==> src/rtl/sent_pkg.sv <==
// Shared SENT CRC4 definitions: polynomial, default seed, engine FSM states, length-port width.
package sent_pkg;

  localparam logic [3:0] CRC4_POLY     = 4'b1101;
  localparam logic [3:0] CRC4_SEED_DEF = 4'h5;

  typedef enum logic [1:0] {
    IDLE = 2'd0,
    CALC = 2'd1,
    AUG  = 2'd2,
    DONE = 2'd3
  } sent_crc_state_t;

  // Width of a nibble-count field able to hold 0..n.
  function automatic int unsigned len_width(input int unsigned n);
    return $clog2(n + 1);
  endfunction

endpackage

==> src/rtl/sent_crc_engine_if.sv <==
// Request/ack bus between the SENT frame builder (master) and the CRC engine (slave).
// SENT_CRC_CHECK_EN adds the expected-CRC input and the CRC-mismatch result.
interface sent_crc_engine_if
  import sent_pkg::*;
#(
  parameter int unsigned NIBBLE_MAX = 6
) ();
  localparam int unsigned LW = len_width(NIBBLE_MAX);

  logic                    crc_req;
  logic                    crc_mode;
  logic [LW-1:0]           frame_len;
  logic [4*NIBBLE_MAX-1:0] frame_data;
  logic                    busy;
  logic                    crc_ack;
  logic [3:0]              crc;
  logic                    len_err;
`ifdef SENT_CRC_CHECK_EN
  logic [3:0]              crc_exp;
  logic                    crc_err;

  modport master (output crc_req, crc_mode, frame_len, frame_data, crc_exp,
                  input  busy, crc_ack, crc, len_err, crc_err);
  modport slave  (input  crc_req, crc_mode, frame_len, frame_data, crc_exp,
                  output busy, crc_ack, crc, len_err, crc_err);
`else
  modport master (output crc_req, crc_mode, frame_len, frame_data,
                  input  busy, crc_ack, crc, len_err);
  modport slave  (input  crc_req, crc_mode, frame_len, frame_data,
                  output busy, crc_ack, crc, len_err);
`endif

endinterface

==> src/rtl/sent_crc4_nibble.sv <==
// Combinational fold of one data nibble (MSB first) into a CRC4 register; shared with the RX frame checker.
module sent_crc4_nibble
  import sent_pkg::*;
(
  input  logic [3:0] crc_in,
  input  logic [3:0] nibble,
  output logic [3:0] crc_next_c
);

  logic [3:0] d;

  always_comb begin
    crc_next_c = crc_in;
    d          = nibble;
    for (int i = 0; i < 4; i++) begin
      crc_next_c = {crc_next_c[2:0], 1'b0} ^ ({4{crc_next_c[3] ^ d[3]}} & CRC4_POLY);
      d          = d << 1;
    end
  end

endmodule

==> src/rtl/sent_crc_engine.sv <==
// Nibble-serial CRC4 engine for SENT fast-channel frames, one nibble per cycle, req/ack result.
// Define SENT_CRC_CHECK_EN to compare the result against a caller-supplied expected CRC.
module sent_crc_engine
  import sent_pkg::*;
#(
  parameter int unsigned NIBBLE_MAX = 6,
  parameter logic [3:0]  CRC_SEED   = CRC4_SEED_DEF
) (
  input logic              clk,
  input logic              rst_n,
  sent_crc_engine_if.slave bus
);

  localparam int unsigned LW = len_width(NIBBLE_MAX);
  localparam int unsigned DW = 4 * NIBBLE_MAX;

  sent_crc_state_t state, state_d;
  logic [DW-1:0]   shreg, shreg_d;
  logic [LW-1:0]   len_r, len_d, cnt, cnt_d;
  logic            mode_r, mode_d, lerr_r, lerr_d;
  logic [3:0]      c, c_d, fold_in, fold_out;
  logic            busy_d, ack_d, len_err_d;
  logic [3:0]      crc_d;
`ifdef SENT_CRC_CHECK_EN
  logic [3:0]      exp_r, exp_d;
  logic            crc_err_d;
`endif

  // AUG folds the appended zero nibble of recommended mode.
  assign fold_in = (state == AUG) ? 4'h0 : shreg[DW-1 -: 4];

  sent_crc4_nibble u_fold (
    .crc_in     (c),
    .nibble     (fold_in),
    .crc_next_c (fold_out)
  );

  always_comb begin
    state_d   = state;
    shreg_d   = shreg;
    len_d     = len_r;
    cnt_d     = cnt;
    mode_d    = mode_r;
    lerr_d    = lerr_r;
    c_d       = c;
    busy_d    = 1'b0;
    ack_d     = 1'b0;
    crc_d     = bus.crc;
    len_err_d = bus.len_err;
`ifdef SENT_CRC_CHECK_EN
    exp_d     = exp_r;
    crc_err_d = bus.crc_err;
`endif
    case (state)
      IDLE: begin
        // busy is still high in the ack cycle, which blocks a request there
        if (bus.crc_req && !bus.busy) begin
          shreg_d = bus.frame_data;
          len_d   = bus.frame_len;
          mode_d  = bus.crc_mode;
          c_d     = CRC_SEED;
          cnt_d   = '0;
          busy_d  = 1'b1;
`ifdef SENT_CRC_CHECK_EN
          exp_d   = bus.crc_exp;
`endif
          if ((bus.frame_len == '0) || (bus.frame_len > LW'(NIBBLE_MAX))) begin
            lerr_d  = 1'b1;
            state_d = DONE;
          end else begin
            lerr_d  = 1'b0;
            state_d = CALC;
          end
        end
      end
      CALC: begin
        busy_d  = 1'b1;
        c_d     = fold_out;
        shreg_d = shreg << 4;
        cnt_d   = cnt + LW'(1);
        if (cnt_d == len_r) state_d = mode_r ? AUG : DONE;
      end
      AUG: begin
        busy_d  = 1'b1;
        c_d     = fold_out;
        state_d = DONE;
      end
      DONE: begin
        busy_d    = 1'b1;
        ack_d     = 1'b1;
        crc_d     = c;
        len_err_d = lerr_r;
`ifdef SENT_CRC_CHECK_EN
        crc_err_d = lerr_r | (c != exp_r);
`endif
        state_d   = IDLE;
      end
      default: state_d = IDLE;
    endcase
  end

  always_ff @(posedge clk or negedge rst_n) begin
    if (!rst_n) begin
      state       <= IDLE;
      shreg       <= '0;
      len_r       <= '0;
      cnt         <= '0;
      mode_r      <= 1'b0;
      lerr_r      <= 1'b0;
      c           <= 4'h0;
      bus.busy    <= 1'b0;
      bus.crc_ack <= 1'b0;
      bus.crc     <= 4'h0;
      bus.len_err <= 1'b0;
`ifdef SENT_CRC_CHECK_EN
      exp_r       <= 4'h0;
      bus.crc_err <= 1'b0;
`endif
    end else begin
      state       <= state_d;
      shreg       <= shreg_d;
      len_r       <= len_d;
      cnt         <= cnt_d;
      mode_r      <= mode_d;
      lerr_r      <= lerr_d;
      c           <= c_d;
      bus.busy    <= busy_d;
      bus.crc_ack <= ack_d;
      bus.crc     <= crc_d;
      bus.len_err <= len_err_d;
`ifdef SENT_CRC_CHECK_EN
      exp_r       <= exp_d;
      bus.crc_err <= crc_err_d;
`endif
    end
  end

endmodule

==> src/flat_wrapper.sv <==
// flat-port wrapper written by rule: the top's interface ports become plain ports
module sent_crc_engine_flat import sent_pkg::*;
#(
  parameter int unsigned NIBBLE_MAX = 6,
  parameter logic [3:0]  CRC_SEED   = CRC4_SEED_DEF
)
  (clk, rst_n, bus_crc_req, bus_crc_mode, bus_frame_len, bus_frame_data, bus_busy, bus_crc_ack, bus_crc, bus_len_err);
  sent_crc_engine_if #(.NIBBLE_MAX(NIBBLE_MAX)) bus_i ();
  input logic clk;
  input logic rst_n;
  input wire logic [$bits(bus_i.crc_req)-1:0] bus_crc_req;
  input wire logic [$bits(bus_i.crc_mode)-1:0] bus_crc_mode;
  input wire logic [$bits(bus_i.frame_len)-1:0] bus_frame_len;
  input wire logic [$bits(bus_i.frame_data)-1:0] bus_frame_data;
  output wire logic [$bits(bus_i.busy)-1:0] bus_busy;
  output wire logic [$bits(bus_i.crc_ack)-1:0] bus_crc_ack;
  output wire logic [$bits(bus_i.crc)-1:0] bus_crc;
  output wire logic [$bits(bus_i.len_err)-1:0] bus_len_err;
  assign bus_i.crc_req = bus_crc_req;
  assign bus_i.crc_mode = bus_crc_mode;
  assign bus_i.frame_len = bus_frame_len;
  assign bus_i.frame_data = bus_frame_data;
  assign bus_busy = bus_i.busy;
  assign bus_crc_ack = bus_i.crc_ack;
  assign bus_crc = bus_i.crc;
  assign bus_len_err = bus_i.len_err;
  sent_crc_engine #(.NIBBLE_MAX(NIBBLE_MAX), .CRC_SEED(CRC_SEED)) u_core (.clk(clk), .rst_n(rst_n), .bus(bus_i));
endmodule
==> config.mk <==
export PLATFORM = sky130hd
export DESIGN_NAME = sent_crc_engine_flat
export DESIGN_NICKNAME = d
export VERILOG_FILES = /design/src/rtl/sent_pkg.sv /design/src/rtl/sent_crc_engine_if.sv /design/src/rtl/sent_crc4_nibble.sv /design/src/rtl/sent_crc_engine.sv /design/src/flat_wrapper.sv
export SDC_FILE = /design/constraint.sdc
export NUM_CORES = 1
export LEC_CHECK = 0
export ABC_AREA = 1
export CELL_PAD_IN_SITES_DETAIL_PLACEMENT = 0
export CELL_PAD_IN_SITES_GLOBAL_PLACEMENT = 2
export CORE_MARGIN = 2
export CORE_UTILIZATION = 34
export CTS_BUF_LIST = sky130_fd_sc_hd__clkbuf_16
export DETAILED_ROUTE_END_ITERATION = 7
export GPL_TIMING_DRIVEN = 1
export PLACE_DENSITY = 0.9
export SKIP_CTS_REPAIR_TIMING = 1
export SYNTH_ARGS = -nofsm -noshare
export SYNTH_HDL_FRONTEND = slang
export SYNTH_HIERARCHICAL = 1
export SYNTH_SLANG_ARGS = --single-unit
==> constraint.sdc <==
create_clock -name clk -period 4.3 [get_ports clk]
set_clock_uncertainty 0.1 [all_clocks]
set_input_delay 0.86 -clock clk [delete_from_list [all_inputs] [get_ports clk]]
set_output_delay 0.86 -clock clk [all_outputs]
set_load 0.05 [all_outputs]
== Yosys cells after proc, flatten, opt, wreduce, memory -nomap -nowiden ==
Cells that the tools add are included.

* Output and inout bits: 7
* Register bits: 45
* Word-level logic and storage cells: 56
* Bits of input ports: 31

* $lt $le $gt $ge: 1
* $add $sub $neg: 1
* Reductions and logical operators: 13
* Mux-type cells: 16
* Eq/ne operators: 6
* Bitwise gates (word level): 8

{| class="wikitable"
|+ Operators by type and width
! kind !! count
|-
| 24-bit case mux with 2 select lines || 1
|-
| 24-bit 2-to-1 mux || 1
|-
| 4-bit bitwise XOR || 4
|-
| 4-bit 2-to-1 mux || 2
|-
| 2-bit case mux with 4 select lines || 1
|-
| 4-bit case mux with 2 select lines || 1
|-
| 2-bit AND reduction || 4
|-
| 2-bit 2-to-1 mux || 3
|-
| 3-bit case mux with 2 select lines || 1
|-
| 2-bit == test (second input constant) || 2
|-
| 1-bit 2-to-1 mux || 4
|-
| 2-bit by 1-bit != test with 1-bit output (second input constant) || 2
|-
| 2-bit nonzero test || 2
|-
| 1-bit bitwise XOR || 4
|-
| 3-bit by 1-bit adder with 3-bit output (second input constant) || 1
|-
| 3-bit == test || 1
|-
| 3-bit > comparator (second input constant) || 1
|-
| 3-bit zero test || 1
|-
| 3-bit 2-to-1 mux || 1
|-
| 3-bit OR reduction || 1
|-
| 2-bit by 1-bit == test with 1-bit output (second input constant) || 1
|-
| 2-bit zero test || 1
|-
| 1-bit case mux with 2 select lines || 1
|-
| 2-bit OR reduction || 1
|-
| other kinds (3) || 3
|}

== Longest topological paths before layout ==
* Depth in word-level cells: 11
* Depth in mapped cells: 15

== Modules after synthesis ==
The synthesis kept the hierarchy.

{| class="wikitable"
|+ By module, submodules not included
! module !! cells each !! area an instance (µm²) !! sequential area each (µm²) !! instances
|-
| sent_crc_engine || 251 || 2,182.1 || 1,126.1 || 1
|-
| sent_crc4_nibble || 51 || 245.2 || 0.0 || 1
|}

== Worst setup path before layout ==
OpenSTA, ideal clock, no wires.

* Path kind: reg-to-reg
* Start point: reg u_core.state[0]
* End point: reg u_core.c[3]
* Clock period less this slack: 1.767 ns
* Path buffers: 0
* Arrival: 1.541 ns
* Path slack: 2.533 ns
* Required time: 4.074 ns
* Cell stages (with the launch flop): 15
* Cell sequence: dfrtp_1 inv_1 ha_1 nor2_1 inv_2 nand2_1 nand2_2 nand2_2 nand3_2 nand2_2 nand2_1 nand3_1 nand2_1 nand2_1 o21ai_0

* Elaborated cells between the ends (all ways): 17
* Classes of those cells: 3 x eq/ne; 2 x mux; 8 x bitwise; 4 x reduce/logical

{| class="wikitable"
|+ RTL lines
! what !! line !! RTL
|-
| start: declaration || sent_crc_engine.sv:17 || <nowiki>sent_crc_state_t state, state_d;</nowiki>
|-
| start signal: assignment || sent_crc_engine.sv:120 || <nowiki>state <= state_d;</nowiki>
|-
| 2-bit == test (*) || sent_crc_engine.sv:30 || <nowiki>assign fold_in = (state == AUG) ? 4'h0 : shreg[DW-1 -: 4];</nowiki>
|-
| 4-bit 2-to-1 mux (*) || sent_crc_engine.sv:30 ||
|-
| net u_core.fold_in[2] || sent_crc_engine.sv:21 || <nowiki>logic [3:0] c, c_d, fold_in, fold_out;</nowiki>
|-
| 1-bit bitwise XOR (*) || sent_crc4_nibble.sv:16 || <nowiki>crc_next_c = {crc_next_c[2:0], 1'b0} ^ ({4{crc_next_c[3] ^ d[3]}} & CRC4_POLY);</nowiki>
|-
| 4-bit bitwise XOR (*) || sent_crc4_nibble.sv:16 ||
|-
| 1-bit bitwise XOR || sent_crc4_nibble.sv:16 ||
|-
| 4-bit bitwise XOR (*) || sent_crc4_nibble.sv:16 ||
|-
| 1-bit bitwise XOR || sent_crc4_nibble.sv:16 ||
|-
| 4-bit bitwise XOR (*) || sent_crc4_nibble.sv:16 ||
|-
| net u_core.fold_out[3] || sent_crc_engine.sv:21 ||
|-
| 4-bit case mux with 2 select lines (*) || sent_crc_engine.sv:54 || <nowiki>case (state)</nowiki>
|-
| end signal: assignment || sent_crc_engine.sv:110 || <nowiki>c <= 4'h0;</nowiki>
|-
| end signal: assignment || sent_crc_engine.sv:126 || <nowiki>c <= c_d;</nowiki>
|-
| end: declaration || sent_crc_engine.sv:21 ||
|}

The timed path passes the listed nets; every way through them passes the cells marked *.
A chain may end at the register's enable or synchronous reset.

== Worst setup path after layout ==
* Start point: reg u_core.state[1]
* End point: reg u_core.shreg[22]

* Cells in the longest elaborated chain, start to end: 3
* Elaborated cells between the ends (all ways): 6
* Classes of those cells: 2 x eq/ne; 1 x mux; 3 x reduce/logical

{| class="wikitable"
|+ RTL lines
! what !! line !! RTL
|-
| 2-bit by 1-bit == test with 1-bit output or 2-bit zero test (tied branches) || sent_crc_engine.sv:54 ||
|-
| 2-bit nonzero test (no source line) or 2-bit by 1-bit != test with 1-bit output (tied branches) || - ||
|-
| 2-bit AND reduction (no source line) || - ||
|-
| end signal: assignment || sent_crc_engine.sv:121 || <nowiki>shreg <= shreg_d;</nowiki>
|-
| end: declaration || sent_crc_engine.sv:18 || <nowiki>logic [DW-1:0] shreg, shreg_d;</nowiki>
|}

Parallel ways exist; a longest one is shown, timed or not.

==> run metrics <==
DRT antenna net count 0; Pleak 1.43 nW; share of layout cells above drive strength 1 0.116; largest net degree at the start of global routing 48; FFs w/ async S/R, synth 1.00; Cell Area, Synth 0.00243 sq mm; global-route wire length before repair 7760 microns; total track usage 0.128; CTS buffer count 5; crit path DAT 2.76 ns; total number of vias 1949; FMAX 374 MHz; DR DRC count 0; Finished Cell Area 0.00302 sq mm; status finished clean; vias in the first global route 1719; CTS tree built; core region area 0.00687 sq mm; Net Count, Synth 338; #FFs+latches synth 45; GPL Wtd Cong 0.750; Setup violations, final 0; area growth from synthesis to layout 24.5%; clk slew on worst S/H paths 0.06 ns; Yosys warning total 6; Sink Count 45; Worst Tran Pin Value 1.19 ns; Max VDD drop 0.453 mV; period utilization 0.621; # diodes 0; number of synthesized flops with an enable pin 0; clock root buffer clkbuf_16; HP Class reg -> reg; Final Hold Fails 0; max cap viols 0; Die W 88.5 microns; r2r setup slk 1.63 ns; Crit Path Max Fanout 47; Setup TNS 0 ns; layout net count 372; Critical Path RT 4.39 ns; boundary pin count 38; fin crit period 2.67 ns; Slew Viols, Final 0; Starting Density 0.353; RSZ-0062 raised after global routing false; grt ovf 0; TritonRoute pass-1 iters 4; syn_area_per_cell 8.04 sq um; Mapped Cells 302; pwr/cell area 852 mW/mm^2; placed cells 425; site row count 30; sequential area share after synthesis 0.464; post-synth cell types 28; most common cell after layout, fill and taps aside nand2_1; die area 0.00783 sq mm; Startpoint Class flip-flop; number of H-tree levels 2; number of DRC markers in iteration 0 131; Bufs on Longest Clock Path 2; initial antenna violation count 0; hold_ws 0.404 ns; vias per std cell 4.50; Max-slew headroom 0.207; CP Capture Type flip-flop; routed len/inst 10.8 microns; post-route insts no fill 433; dpl hpwl 3450 microns; Post-DP Area 0.00285 sq mm; Most used DFF post-synth dfrtp_1; Worst-Skew Late Latency 0.28 ns; commonest cells after routing, fill and taps aside nand2_1 (91), dfrtp_1 (45), inv_1 (42), clkdlybuf4s50_1 (36), nor2_1 (27); critical path type reg -> reg; die height 88.5 microns; Post-Route WL 4700 microns; port bufs 37
per-layer routing:
metal	global-route usage	vias to the layer above	wire length (microns)
met5	0	-	0
met4	0.0372	0	29
met3	0.0261	2	162
met2	0.202	31	2130
met1	0.178	895	2380
li1	-	1021	-
worst max-delay path, stage by stage, from the launching register on:
cell and delay [ns]:
dfrtp_1 0.41, inv_1 0.09, ha_1 0.14, buf_4 0.29, inv_2 0.23, o21ai_4 0.98
o211ai_1 0.19, o21ai_0 0.13
power breakdown:
part | leakage (nW) | internal (mW) | switching (mW)
registers | 0.533 | 0.636 | 0.114
logic | 0.818 | 0.507 | 0.881
clock network | 0.0800 | 0.275 | 0.162
total | 1.43 | 1.42 | 1.16
metrics by stage:
step                total power, mW   util  setup slack, ns
CTS                            2.61  0.440             1.63
global placement               2.14  0.415             1.72
floorplan                      1.90      -             2.53
global route                   2.82  0.440             1.35
finish                         2.58  0.440             1.63
detailed placement             2.17  0.415             1.64
logic make-up after synthesis:
group	share of synthesized area
DFF	0.464
and+or+nand+nor	0.257
AOI/OAI and AO/OA	0.136
xor gates and xnor gates	0.00722
buffers and inverters	0.101
muxes	0.00928
adders and majority gates	0.0258
Yosys cell counts, types with 5 or more instances:
master | number | share of area
clkbuf_1 | 5 | 0.0077
ha_1 | 5 | 0.026
nand3_1 | 16 | 0.033
dfrtp_1 | 45 | 0.46
nand2_1 | 91 | 0.14
a21oi_1 | 6 | 0.012
a31oi_1 | 7 | 0.018
nor2_1 | 27 | 0.042
o21ai_0 | 14 | 0.029
a31oi_2 | 10 | 0.052
nand2_2 | 9 | 0.023
inv_1 | 42 | 0.065
area by class of cell:
class / instances / area (sq um)
Fill cell: 707 / 3850
Multi-Input combinational cell: 201 / 1060
Sequential cell: 45 / 1130
Clock inverter: 3 / 46.3
Timing Repair Buffer: 38 / 373
Inverter: 45 / 169
Clock buffer: 5 / 125
Tap cell: 96 / 120
registers in the layout, summed over array words and instances (netlist names):
signal	flops
u_core/len_r	3
u_core/c	4
u_core/cnt	3
u_core/shreg	24
u_core/bus.busy	1
u_core/bus.crc	4
u_core/bus.crc_ack	1
u_core/bus.len_err	1
u_core/state	2
u_core/mode_r	1
u_core/lerr_r	1
worst paths after layout:
check                                              startpoint                            end  depth (start not counted)
worst min-delay path            u_core/bus.crc[2]$_DFFE_PN0P_  u_core/bus.crc[2]$_DFFE_PN0P_                          1
worst min register to register  u_core/bus.crc[2]$_DFFE_PN0P_  u_core/bus.crc[2]$_DFFE_PN0P_                          1
worst max-delay path              u_core/state[1]$_DFFE_PN0P_   u_core/shreg[22]$_DFFE_PN0P_                          7
worst max register to register    u_core/state[1]$_DFFE_PN0P_   u_core/shreg[22]$_DFFE_PN0P_                          7
min in group asynchronous                               rst_n    u_core/shreg[0]$_DFFE_PN0P_                          1
max in group asynchronous                               rst_n  u_core/bus.crc[2]$_DFFE_PN0P_                          1
Power figures use the tool's default switching activity.
==> RTL change, RTL diff (same flow settings) <==
Re-encode `sent_crc_state_t` (4 states) as one-hot, 4 bits wide.
--- a/src/rtl/sent_pkg.sv
+++ b/src/rtl/sent_pkg.sv
@@ -5,9 +5,9 @@
   localparam logic [3:0] CRC4_SEED_DEF = 4'h5;
 
-  typedef enum logic [1:0] {
-    IDLE = 2'd0,
-    CALC = 2'd1,
-    AUG  = 2'd2,
-    DONE = 2'd3
+  typedef enum logic [3:0] {
+    IDLE = 4'b0001,
+    CALC = 4'b0010,
+    AUG  = 4'b0100,
+    DONE = 4'b1000
   } sent_crc_state_t;
 
Behaviour: no difference found for any inputs over 10 cycles, from zero or initial values and one cycle with rst_n low; not proved beyond that.
==> RTL change against the original RTL <==
  * Maximum frequency grew 9.9%
  * Synthesized area is 3.5% higher
  * Via count up 2.5%
  * Sequential cell count up 2
  * Setup slack gained 0.24 ns
  * Total power fell by 15%
  * Largest cell class unchanged
  * Count of clock-buffer cells in the layout unchanged
  * Clock power is 8.9% lower
  * Routed wire length is 2.7% higher
  * Design area rose by 0.95%
  * Global-route usage down 0.12 points
  * Sequential power decreased by 3.1%
==> RTL change: results <==
metrics = {
    "grt": {
        "grt_pass1_wl_um": 8610,
        "grt_max_degree": 49,
        "grt_pass1_vias": 1997,
        "grt_util_all_layers_pct": 12.6,
    },
    "run_status": {
        "outcome": "finished, final reports clean",
    },
    "power_and_ir_drop": {
        "vdd_ir_drop_max_v": 0.000278,
        "leakage_nw": 1.55,
    },
    "yosys": {
        "synth_xor_xnor_area_share_pct": 1.05,
        "ys_seq_area_share_pct": 46.9,
        "synthTopCellsByArea": "dfrtp_1, nand2_1, inv_1, o21ai_1, o21ai_0",
        "syn-num-nets": 361,
        "synth_compound_area_share_pct": 12.0,
        "synth_fa_ha_area_share_pct": 0.498,
        "synth.area.mux_share_pct": 0,
        "synth_cell_type_count": 23,
        "synth_commonest_cells": "nand2_1, inv_1, dfrtp_1",
    },
    "critical_path": {
        "cp_max_fo": 3,
        "r2r-start": "u_core/state[0]",
        "reg2regPathDepth": 15,
        "cpLargestDelayFamily": "buffers and inverters",
        "regToRegSetupSlack_ns": 2.11,
        "r2r-end": "u_core/c[3]",
        "max_stage_delay_ns": 0.81,
        "slowest_stage": "clkdlybuf4s50_1",
    },
    "route": {
        "routedWlPerCell_um": 10.4,
        "drt_iter0_drc": 97,
        "via_per_inst": 4.32,
    },
    "timing": {
        "worst_pin_slew_ns": 1.06,
    },
    "worst_hold_path": {
        "hold_path.class": "register to register",
        "hold_path_depth": 2,
    },
    "placement": {
        "gp_congestion": 0.724,
        "hpwlAfterDp_um": 3410,
        "pre_cts_ws_ns": 1.99,
    },
    "cts": {
        "htree_levels": 2,
        "clk_pin_slew_worst_paths_ns": 0.07,
        "clockBufferDepth": 2,
        "cts_root_buffer": "clkbuf_16",
    },
    "finish": {
        "nNetsFinal": 395,
        "drive_above_1_share_pct": 9.07,
        "largest_reg_flops": 24,
    },
}
-- RTL change: layer usage --
metal | GRT usage, % | wire (um) | vias up
met1 | 16.4 | 2440 | 899
met5 | 0 | 0 | -
met2 | 21.5 | 2250 | 20
met3 | 2.85 | 111 | 2
met4 | 3.08 | 29 | 0
li1 | - | - | 1077
-- RTL change: kinds of logic after synthesis --
logic type,count (synthesis)
AOI/OAI and AO/OA,60
and+or+nand+nor,151
DFF,47
xor gates and xnor gates,3
adders and majority gates,1
buffers and inverters,67
-- RTL change: report_power, final --
part	internal, mW	switching, mW	total (mW)
logic	0.380	0.691	1.07
registers	0.637	0.0907	0.727
clock network	0.222	0.176	0.398
-- RTL change: worst max path at each step --
stage	start	slack [ns]	end
finish	u_core/bus.busy	1.87	bus_busy
detailed placement	bus_crc_req	1.99	u_core/shreg[20]
CTS	u_core/bus.busy	1.84	bus_busy
global route	u_core/bus.busy	1.81	bus_busy
floorplan	u_core/state[0]	2.39	u_core/c[3]
global placement	bus_crc_req	2.03	u_core/shreg[18]
-- RTL change: metrics by stage --
stage	hold WS [ns]	instances	utilization [%]	instance area (sq um)
floorplan	0.342	329	-	2510
global placement	0.364	455	40.2	2900
detailed placement	0.373	455	40.2	2900
CTS	0.390	463	42.3	3050
global route	0.408	463	42.3	3050
finish	0.383	463	42.3	3050
-- RTL change: layout make-up --
cell class / count / area [sq um]
tap: 99 / 124
clock inverter: 3 / 27.5
timing repair buffer: 37 / 365
clock buffer: 5 / 125
inverter: 57 / 214
fill: 785 / 4160
multi-input combinational: 215 / 1020
sequential: 47 / 1180
